--- src/rtl/hedios_host.sv ---
// UART host that sends a 6-byte command frame to a HEDIOS endpoint and collects its response.
// Optional response timeout is enabled by defining HEDIOS_HOST_TIMEOUT_EN.
module hedios_host #(
    parameter int unsigned CLK_RATE       = 24_414,
    parameter int unsigned BAUD_RATE      = 2_400,
    parameter int unsigned TIMEOUT_CYCLES = 2_000
) (
    input  logic        slower_clock,
    input  logic        rst,
    input  logic        req_valid,
    output logic        req_ready,
    input  logic [1:0]  req_op,
    input  logic [7:0]  req_index,
    input  logic [31:0] req_param,
    output logic        tx_line,
    input  logic        rx_line,
    output logic        rsp_valid,
    output logic [31:0] rsp_data,
    output logic [1:0]  rsp_status,
    output logic        busy
);
    localparam int unsigned CLKS_PER_BIT = CLK_RATE / BAUD_RATE;
    localparam int unsigned CW           = $clog2(CLKS_PER_BIT);
    localparam logic [CW-1:0] CNT_LAST   = CW'(CLKS_PER_BIT - 1);
    localparam logic [CW-1:0] CNT_MID    = CW'(CLKS_PER_BIT / 2);

    if (CLKS_PER_BIT < 4 || TIMEOUT_CYCLES == 0) begin : g_bad_cfg
        $error("hedios_host: CLKS_PER_BIT must be >= 4 and TIMEOUT_CYCLES > 0");
    end

    typedef enum logic [2:0] {IDLE, SEND, WAIT_RSP, RECV, DONE} state_t;

    state_t          r_state, w_next;
    logic [1:0]      r_op;
    logic [7:0]      r_index;
    logic [31:0]     r_param;
    logic            r_tx;
    logic [CW-1:0]   r_tx_cnt;
    logic [3:0]      r_tx_bit;
    logic [2:0]      r_tx_byte;
    logic            r_rx_s1, r_rx_s2, r_rx_prev;
    logic [CW-1:0]   r_rx_cnt;
    logic [3:0]      r_rx_bit;
    logic [1:0]      r_rx_byte;
    logic [7:0]      r_rx_shift;
    logic [23:0]     r_rx_acc;
    logic            r_rsp_valid;
    logic [31:0]     r_rsp_data;
    logic [1:0]      r_rsp_status;

    logic            w_accept, w_tx_end, w_rx_fall, w_rx_mid, w_rx_stop;
    logic            w_frm_err, w_last_byte, w_timeout;
    logic [47:0]     w_frame;
    logic [7:0]      w_tx_byte;

    assign w_accept    = req_valid && req_ready;
    assign w_frame     = {r_param, r_index, 6'b000000, r_op};
    assign w_tx_byte   = w_frame[{r_tx_byte, 3'b000} +: 8];
    assign w_tx_end    = (r_state == SEND) && (r_tx_cnt == CNT_LAST) &&
                         (r_tx_bit == 4'd9) && (r_tx_byte == 3'd5);
    assign w_rx_fall   = r_rx_prev && !r_rx_s2;
    assign w_rx_mid    = (r_state == RECV) && (r_rx_cnt == CNT_MID);
    assign w_rx_stop   = w_rx_mid && (r_rx_bit == 4'd9);
    assign w_frm_err   = w_rx_stop && !r_rx_s2;
    assign w_last_byte = (r_op != 2'b00) || (r_rx_byte == 2'd3);

`ifdef HEDIOS_HOST_TIMEOUT_EN
    localparam int unsigned TW = $clog2(TIMEOUT_CYCLES + 1);
    logic [TW-1:0] r_to_cnt;

    assign w_timeout = (r_state == WAIT_RSP) && (r_to_cnt == TW'(TIMEOUT_CYCLES));

    // Counts idle cycles while waiting for each response byte.
    always_ff @(posedge slower_clock or posedge rst) begin
        if (rst)
            r_to_cnt <= '0;
        else if (w_tx_end || (w_rx_stop && !w_frm_err && !w_last_byte) ||
                 (r_state == WAIT_RSP && w_rx_fall))
            r_to_cnt <= '0;
        else if (r_state == WAIT_RSP)
            r_to_cnt <= r_to_cnt + TW'(1);
    end
`else
    assign w_timeout = 1'b0;
`endif

    always_ff @(posedge slower_clock or posedge rst) begin
        if (rst) r_state <= IDLE;
        else     r_state <= w_next;
    end

    always_comb begin
        w_next = r_state;
        case (r_state)
            IDLE:     if (w_accept) w_next = SEND;
            SEND:     if (w_tx_end) w_next = WAIT_RSP;
            WAIT_RSP: begin
                if (w_timeout)      w_next = DONE;
                else if (w_rx_fall) w_next = RECV;
            end
            RECV:     if (w_rx_stop) w_next = (w_frm_err || w_last_byte) ? DONE : WAIT_RSP;
            DONE:     w_next = IDLE;
            default:  w_next = IDLE;
        endcase
    end

    // Datapath: TX serializer, RX synchronizer/deserializer, response registers.
    always_ff @(posedge slower_clock or posedge rst) begin
        if (rst) begin
            r_op         <= '0;
            r_index      <= '0;
            r_param      <= '0;
            r_tx         <= 1'b1;
            r_tx_cnt     <= '0;
            r_tx_bit     <= '0;
            r_tx_byte    <= '0;
            r_rx_s1      <= 1'b1;
            r_rx_s2      <= 1'b1;
            r_rx_prev    <= 1'b1;
            r_rx_cnt     <= '0;
            r_rx_bit     <= '0;
            r_rx_byte    <= '0;
            r_rx_shift   <= '0;
            r_rx_acc     <= '0;
            r_rsp_valid  <= 1'b0;
            r_rsp_data   <= '0;
            r_rsp_status <= '0;
        end else begin
            r_rx_s1     <= rx_line;
            r_rx_s2     <= r_rx_s1;
            r_rx_prev   <= r_rx_s2;
            r_rsp_valid <= (w_next == DONE);
            case (r_state)
                IDLE: if (w_accept) begin
                    r_op         <= req_op;
                    r_index      <= req_index;
                    r_param      <= req_param;
                    r_tx         <= 1'b0;
                    r_tx_cnt     <= '0;
                    r_tx_bit     <= '0;
                    r_tx_byte    <= '0;
                    r_rx_byte    <= '0;
                    r_rsp_data   <= '0;
                    r_rsp_status <= '0;
                end
                SEND: begin
                    if (r_tx_cnt == CNT_LAST) begin
                        r_tx_cnt <= '0;
                        if (r_tx_bit == 4'd9) begin
                            r_tx_bit <= '0;
                            if (r_tx_byte == 3'd5) begin
                                r_tx <= 1'b1;
                            end else begin
                                r_tx_byte <= r_tx_byte + 3'd1;
                                r_tx      <= 1'b0;
                            end
                        end else begin
                            r_tx_bit <= r_tx_bit + 4'd1;
                            r_tx     <= (r_tx_bit == 4'd8) ? 1'b1 : w_tx_byte[r_tx_bit[2:0]];
                        end
                    end else begin
                        r_tx_cnt <= r_tx_cnt + CW'(1);
                    end
                end
                WAIT_RSP: begin
                    if (w_timeout) begin
                        r_rsp_status <= 2'b10;
                        r_rsp_data   <= '0;
                    end else if (w_rx_fall) begin
                        r_rx_cnt <= '0;
                        r_rx_bit <= '0;
                    end
                end
                RECV: begin
                    if (r_rx_cnt == CNT_LAST) begin
                        r_rx_cnt <= '0;
                        r_rx_bit <= r_rx_bit + 4'd1;
                    end else begin
                        r_rx_cnt <= r_rx_cnt + CW'(1);
                    end
                    if (w_rx_mid && r_rx_bit >= 4'd1 && r_rx_bit <= 4'd8)
                        r_rx_shift <= {r_rx_s2, r_rx_shift[7:1]};
                    if (w_frm_err) begin
                        r_rsp_status <= 2'b11;
                        r_rsp_data   <= '0;
                    end else if (w_rx_stop) begin
                        if (r_op == 2'b00) begin
                            r_rx_acc  <= {r_rx_shift, r_rx_acc[23:8]};
                            r_rx_byte <= r_rx_byte + 2'd1;
                            if (r_rx_byte == 2'd3) begin
                                r_rsp_data   <= {r_rx_shift, r_rx_acc};
                                r_rsp_status <= 2'b00;
                            end
                        end else begin
                            r_rsp_data   <= '0;
                            r_rsp_status <= (r_rx_shift == 8'hAA) ? 2'b00 : 2'b01;
                        end
                    end
                end
                default: ;
            endcase
        end
    end

    assign req_ready  = (r_state == IDLE) && !rst;
    assign busy       = (r_state != IDLE);
    assign tx_line    = r_tx;
    assign rsp_valid  = r_rsp_valid;
    assign rsp_data   = r_rsp_data;
    assign rsp_status = r_rsp_status;
endmodule

--- config.mk ---
export PLATFORM = sky130hd
export DESIGN_NAME = hedios_host
export DESIGN_NICKNAME = d
export VERILOG_FILES = /design/src/rtl/hedios_host.sv
export SDC_FILE = /design/constraint.sdc
export NUM_CORES = 1
export LEC_CHECK = 0
export CORE_MARGIN = 4
export CORE_UTILIZATION = 30
export DETAILED_ROUTE_END_ITERATION = 8
export MAX_ROUTING_LAYER = met4
export SETUP_SLACK_MARGIN = 0.3
export SYNTH_ARGS = -nofsm -noshare
export SYNTH_HDL_FRONTEND = slang
export SYNTH_SLANG_ARGS = --single-unit
--- constraint.sdc ---
create_clock -name slower_clock -period 13 [get_ports slower_clock]
set_input_delay 3.9 -clock slower_clock [delete_from_list [all_inputs] [get_ports slower_clock]]
set_output_delay 3.9 -clock slower_clock [all_outputs]
set_load 0.01 [all_outputs]
Word level (Yosys, flattened, before mapping)
Index checks and enable logic that the tools add are counted.
- shift operators: 1
- eq/ne operators: 24
- reductions and logical operators: 32
- bitwise logic cells: 1
- $add $sub $neg: 6
- multiplexer cells: 47
- order comparisons: 3
- operators with widths (cell ; count):
    32-bit two-way mux ; 5
    32-bit case mux with 2 select lines ; 1
    48-bit by 7-bit indexed part select with 8-bit output ; 1
    4-bit case mux with 2 select lines ; 4
    4-bit two-way mux ; 7
    3-bit two-way mux ; 9
    4-bit equality test (second input constant) ; 5
    4-bit by 1-bit adder with 4-bit output (second input constant) ; 4
    2-bit two-way mux ; 8
    3-bit case mux with 4 select lines ; 1
    1-bit logical AND ; 11
    2-bit inequality test (second input constant) ; 5
    5-bit AND reduction ; 2
    8-bit equality test (second input constant) ; 1
    2-bit by 1-bit inequality test with 1-bit output (second input constant) ; 4
    2-bit case mux with 2 select lines ; 2
    2-bit AND reduction ; 4
    4-bit AND reduction ; 2
    2-bit nonzero test ; 4
    1-bit two-way mux ; 7
    3-bit by 2-bit equality test with 1-bit output (second input constant) ; 2
    3-bit equality test (second input constant) ; 2
    3-bit case mux with 2 select lines ; 1
    3-bit AND reduction ; 2
    other kinds (18) ; 20
- register bits: 137
- input port bits: 46
- word-level logic and storage cells: 133
- output and inout bits: 38

Logic depth before layout (Yosys ltp)
Gate-level depths: netlist of run 1.
- depth in word-level cells: 9
- mapped depth: 9
- depth with buffers taken out: 7

Worst setup path after synthesis of run 1
No wires, ideal clock.
- path kind: in2out
- start: in rst
- end: out req_ready
- stages on the path: 1
- data arrival time: 4.267 ns
- buffers on the path: 0
- slack: 4.833 ns
- cell sequence: nor4_2
- word-level cells in the longest chain between the ends: 2
- RTL lines (item ; RTL line ; source):
    start: declaration ; 9 ; input logic rst,
    1-bit logical NOT ; 205 ; assign req_ready = (r_state == IDLE) && !rst;
    1-bit logical AND ; 205 ;
    end: declaration ; 11 ; output logic req_ready,
Every way passes these cells.

Final worst setup path of run 1
Ends and elaborated chain as after synthesis.

==> flow_metrics.tcl, run 1 <==
set metrics [dict create \
    first_global_vias 4388 \
    start_util_pct 30.6 \
    core_area_um2 19500 \
    ys_async_sr_fraction_pct 100 \
    post_synth.cell_area_avg_um2 11.4 \
    ys.flop_type "dfrtp_1" \
    synthMuxAreaShare_pct 9.84 \
    crit_type "in -> out" \
    max_freq_mhz 108 \
    numCtsBuffers 17 \
    leakage_nw 3.52 \
    ys_ff_latch 137 \
    wl_um 12900 \
    drt_first_pass_iters 4 \
    clock_path_buffers 2 \
    fp.dieH_um 149 \
    setup_viol 0 \
    startpoint_type "input port" \
    timing.max_slew.rel_slack_pct 28.1 \
    ioPinCount 84 \
    wl_met3_um 627 \
    finalClockSkew_ps 5.91 \
    num_antenna_cells 0 \
    vias_per_cell 4.69 \
    synth_cell_type_count 49 \
    layout_setup_ws_ps 3770 \
    yosysSeqAreaShare_pct 57.7 \
    cts_root_buffer "clkbuf_16" \
    synthAdderAreaFrac_pct 2.73 \
    die_area_um2 22100 \
    grt.overflow.total 0 \
    gp_congestion 0.837 \
    arrival_ps 5330 \
    syn_inst 521 \
    cts_setup_buffers 0 \
    clk_latency_ps 410 \
    syn_area_um2 5950 \
    endpoint_kind "primary output" \
    grtUsageTotal_pct 12.6 \
    max-vdd-ir-drop_v 0.0000934 \
    hpwl_um 8800 \
    cts_tree "yes" \
    place_ws_ps 3760 \
    ant_nets 0 \
    portBuffers 83 \
    num_rows 51 \
    worstHoldPathType "reg -> reg" \
    mostFrequentLayoutCell "nand2_1" \
    areaGrowthSynthToFinish_pct 27.8 \
    crit_fanout 4 \
    drcViolationCount 0 \
    htreeDepth 4 \
    drt_iter0_drc 263 \
    fin_crit_ps 9230 \
    status "finished clean" \
    num_vias 4138 \
    synth-xor-area-share_pct 0.442 \
    rsz0062_at_grt "no" \
    setup_tns_ps 0 \
    cts_resized 0 \
    yosysWarnings 0 \
    cellPowerDensity_nw_per_um2 155 \
    drive_above_1_share_pct 15.6 \
    final_hold_viol_count 0 \
    synth_simple_gate_area_share_pct 16.7 \
    clk_pin_slew_ps 50 \
    wl_met1_um 6080 \
    nNetsFinal 663 \
    fin_crit_sh_pct 71.0 \
    wl_met2_um 6020 \
    die_x_um 149 \
    post_drt_wl_per_cell_um 14.6 \
    worstPathCellList "clkdlybuf4s50_1 -> nor4_2 -> clkdlybuf4s50_1" \
    final_cell_mix "nand2_1, dfrtp_1, clkdlybuf4s50_1, mux2_2, a22o_1" \
    antenna_found_initial 0 \
    routed.top_layer "met4" \
    synth_edf_count 0 \
    tightest_slew_ps 1080 \
    cp.required_ps 9100 \
    grt_max_degree 78 \
    cp_slowest_cell "clkdlybuf4s50_1" \
    synth_top_family_by_area "simple AND/OR/NAND/NOR gates" \
    synth_nets 580 \
    crit_top_cell "clkdlybuf4s50_1" \
    cts_hold_buf 0 \
    clock_sinks 137 \
    slowest_delay_ps 620 \
    synth_compound_area_share_pct 9.84 \
    drv_slew 0 \
    grt_first_pass_wirelength_um 21700 \
    maxCapViolations 0 \
]
[where the power goes]
group / switching, mW / total, mW / internal, mW
clock network: 0.183 / 0.463 / 0.280
registers: 0.0552 / 0.535 / 0.480
logic: 0.0897 / 0.183 / 0.0938
[worst paths after layout]
path	startpoint	end	slack, ps	depth (start not counted)
max in group asynchronous	rst	r_index[0]	7590	3
worst max register to register	r_rx_cnt[1]	r_rx_acc[18]	10200	6
worst min register to register	r_rx_s1	r_rx_s2	360	0
min in group asynchronous	rst	r_param[26]	4110	2
worst min-delay path	r_rx_s1	r_rx_s2	360	0
worst max-delay path	rst	req_ready	3770	3
[worst max-delay path: cells and delay by family]
kind | cells | cell delay, ps
buf+inv | 2 | 1090
simple gates | 1 | 330
[Yosys cell counts (3+ instances only)]
cell	n	area share, %
nor2_1	13	0.82
inv_1	8	0.50
o21ai_0	17	1.4
dfstp_2	4	1.8
xor2_1	3	0.44
nand2b_1	4	0.42
buf_2	7	0.59
nor4_1	3	0.32
nand4_1	4	0.42
ha_1	13	2.7
nand3_1	15	1.3
mux2_2	38	7.2
nor3_1	6	0.50
a22o_1	36	5.3
a221oi_1	4	0.59
clkbuf_1	12	0.76
mux4_2	7	2.6
nand2_1	149	9.4
nand3b_1	5	0.63
and3_1	3	0.32
buf_6	3	0.57
dfrtp_1	133	56
[through the flow]
step	cells	utilization, %	hold slack [ps]	power, mW	instance area [um2]
final	882	39.1	360	1.18	7610
after global routing	882	39.1	361	1.25	7610
after CTS	882	39.1	361	1.20	7610
after detailed placement	850	36.1	352	0.727	7020
after global placement	850	36.1	348	0.718	7020
after floorplan	521	-	345	0.663	5950
[routing by layer]
layer  GRT usage [%]  vias up
met5               -        -
met2            19.4      107
li1                -     1993
met1            16.3     2024
met4            3.84        0
met3            3.49       14
[cell families after synthesis]
kind of cell,count (synthesis)
adder cells (fa/ha/maj),13
multiplexers,45
AND/OR/NAND/NOR,218
flip-flops,137
AO/OA/AOI/OAI,72
buffers and inverters,33
XOR/XNOR,3
[area by class of cell]
type	instances	area, um2
inverter	9	36.3
fill	1890	11900
tap	265	332
multi-input combinational	351	2350
clock inverter	12	116
clock buffer	20	467
timing repair buffer	88	868
sequential	137	3430
[state kept, by name (all words and copies together), names as in the netlist, 8 cells and up]
signal and cells:
r_param 32, rsp_data 32, r_rx_acc 24, r_index 8
r_rx_shift 8
Note: power is estimated with default switching activity, not from simulation.
==> run 2, diff against run 1 <==
Clock period 13 ns to 7.46 ns, I/O delays scaled along.
==> flow_metrics.tcl, run 2 (synthesis results as in run 1) <==
set metrics [dict create \
    max-vdd-ir-drop_v 0.000170 \
    die_x_um 149 \
    layout_setup_ws_ps 1570 \
    fin_crit_sh_pct 79.0 \
    clock_path_buffers 2 \
    vias_per_cell 4.72 \
    antenna_found_initial 0 \
    holdPathStages 0 \
    crit_path_start "rst" \
    fillers 1883 \
    endpoint_kind "primary output" \
    drive_above_1_share_pct 15.4 \
    first_global_vias 4351 \
    leakage_nw 3.53 \
    swShare_pct 27.2 \
    switching_power_mw 0.575 \
    seq_power_share_pct 44.1 \
    wl_um 13000 \
    cts_setup_buffers 0 \
    final_cell_mix "nand2_1, dfrtp_1, clkdlybuf4s50_1, mux2_2, a22o_1" \
    crit_top_cell "clkdlybuf4s50_1" \
    fin_crit_ps 5890 \
    dpl_cell_area_um2 7020 \
    critPathBufInv 2 \
    r2r_cells 6 \
    timing.max_slew.rel_slack_pct 27.1 \
    grt_first_pass_wirelength_um 22000 \
    mostFrequentLayoutCell "nand2_1" \
    crit_fanout 4 \
    setup_tns_ps 0 \
    clockPowerShare_pct 40.9 \
    hpwl_um 8830 \
    post-route-util_pct 39.2 \
    core_area_um2 19500 \
    die_area_um2 22100 \
    arrival_ps 3660 \
    areaGrowthSynthToFinish_pct 28.3 \
    gp_congestion 0.815 \
    num_vias 4162 \
    worstReg2RegEnd "r_rx_acc[19]" \
    post_drt_wl_per_cell_um 14.7 \
    seq_area_um2 3430 \
    stdcell_count 882 \
    max_freq_mhz 170 \
    maxCapViolations 0 \
    cts_resized 0 \
    cts_root_buffer "clkbuf_16" \
    drt_iter0_drc 251 \
    nNetsFinal 663 \
    hold_slack_ps 356 \
    rsz0062_at_grt "no" \
    endpoint "req_ready" \
    path_depth 3 \
    cp_slowest_cell "clkdlybuf4s50_1" \
    clk_pin_slew_ps 60 \
    clock_sinks 137 \
    cts_tree "yes" \
    drv_slew 0 \
    multi_input_area_um2 2350 \
    worstPathCellList "clkdlybuf4s50_1 -> nor4_2 -> clkdlybuf4s50_1" \
    portBuffers 83 \
    critical_path.top_delay_family "buffers and inverters" \
    grt_max_degree 81 \
    crit_type "in -> out" \
    setup_viol 0 \
    drt_first_pass_iters 4 \
    drcViolationCount 0 \
    cts_hold_buf 0 \
    num_rows 51 \
    start_util_pct 30.6 \
    comb_power_share_pct 15.0 \
    startpoint_type "input port" \
    fp.dieH_um 149 \
    p_int_mw 1.54 \
    place_inst 850 \
    num_antenna_cells 0 \
    grt.overflow.total 0 \
    cellPowerDensity_nw_per_um2 277 \
    slowest_delay_ps 620 \
    grtUsageTotal_pct 12.7 \
    ant_nets 0 \
    reg2reg_from "r_rx_cnt[1]" \
    htreeDepth 4 \
    tightest_slew_ps 1090 \
    final_hold_viol_count 0 \
    design_area_um2 7630 \
    ff2ff_setup_slack_ps 4610 \
    worstHoldPathType "reg -> reg" \
    cp.required_ps 5220 \
    finalClockSkew_ps 5.10 \
    power_mw 2.11 \
    ioPinCount 84 \
    status "finished clean" \
    place_ws_ps 1550 \
    numCtsBuffers 17 \
    clk_latency_ps 410 \
]
run 2: cell type report:
type                    count  area share (%)
clock inverters            13            2.21
clock buffers              19            5.80
multi-input cells         351            30.8
flip-flops and latches    137            45.0
repair buffers             88            11.4
well taps                 265            4.34
inverters                   9           0.475
run 2: worst min-delay path by stage:
| stage | slack, ps | end | from |
|---|---|---|---|
| 6_report | 360 | r_rx_s2 | r_rx_s1 |
| 5_1_grt | 360 | r_rx_s2 | r_rx_s1 |
| 4_1_cts | 360 | r_rx_s2 | r_rx_s1 |
| 3_5_place_dp | 350 | r_rx_s2 | r_rx_s1 |
| 3_3_place_gp | 350 | r_rx_s2 | r_rx_s1 |
| 2_1_floorplan | 350 | r_rx_s2 | r_rx_s1 |
run 2: per-layer routing:
layer,vias to the layer above,track usage (%),wire length [um]
met5,-,-,0
met4,0,4.26,192
met3,17,3.10,642
met2,117,19.2,5920
met1,2034,16.9,6210
li1,1994,-,-
run 2: power groups by stage:
stage,clock (mW),sequential [mW],combinational (mW)
2_1_floorplan,0,0.896,0.259
3_3_place_gp,0,0.941,0.310
3_5_place_dp,0,0.945,0.323
4_1_cts,0.882,0.932,0.324
5_1_grt,0.915,0.948,0.364
6_report,0.863,0.931,0.317
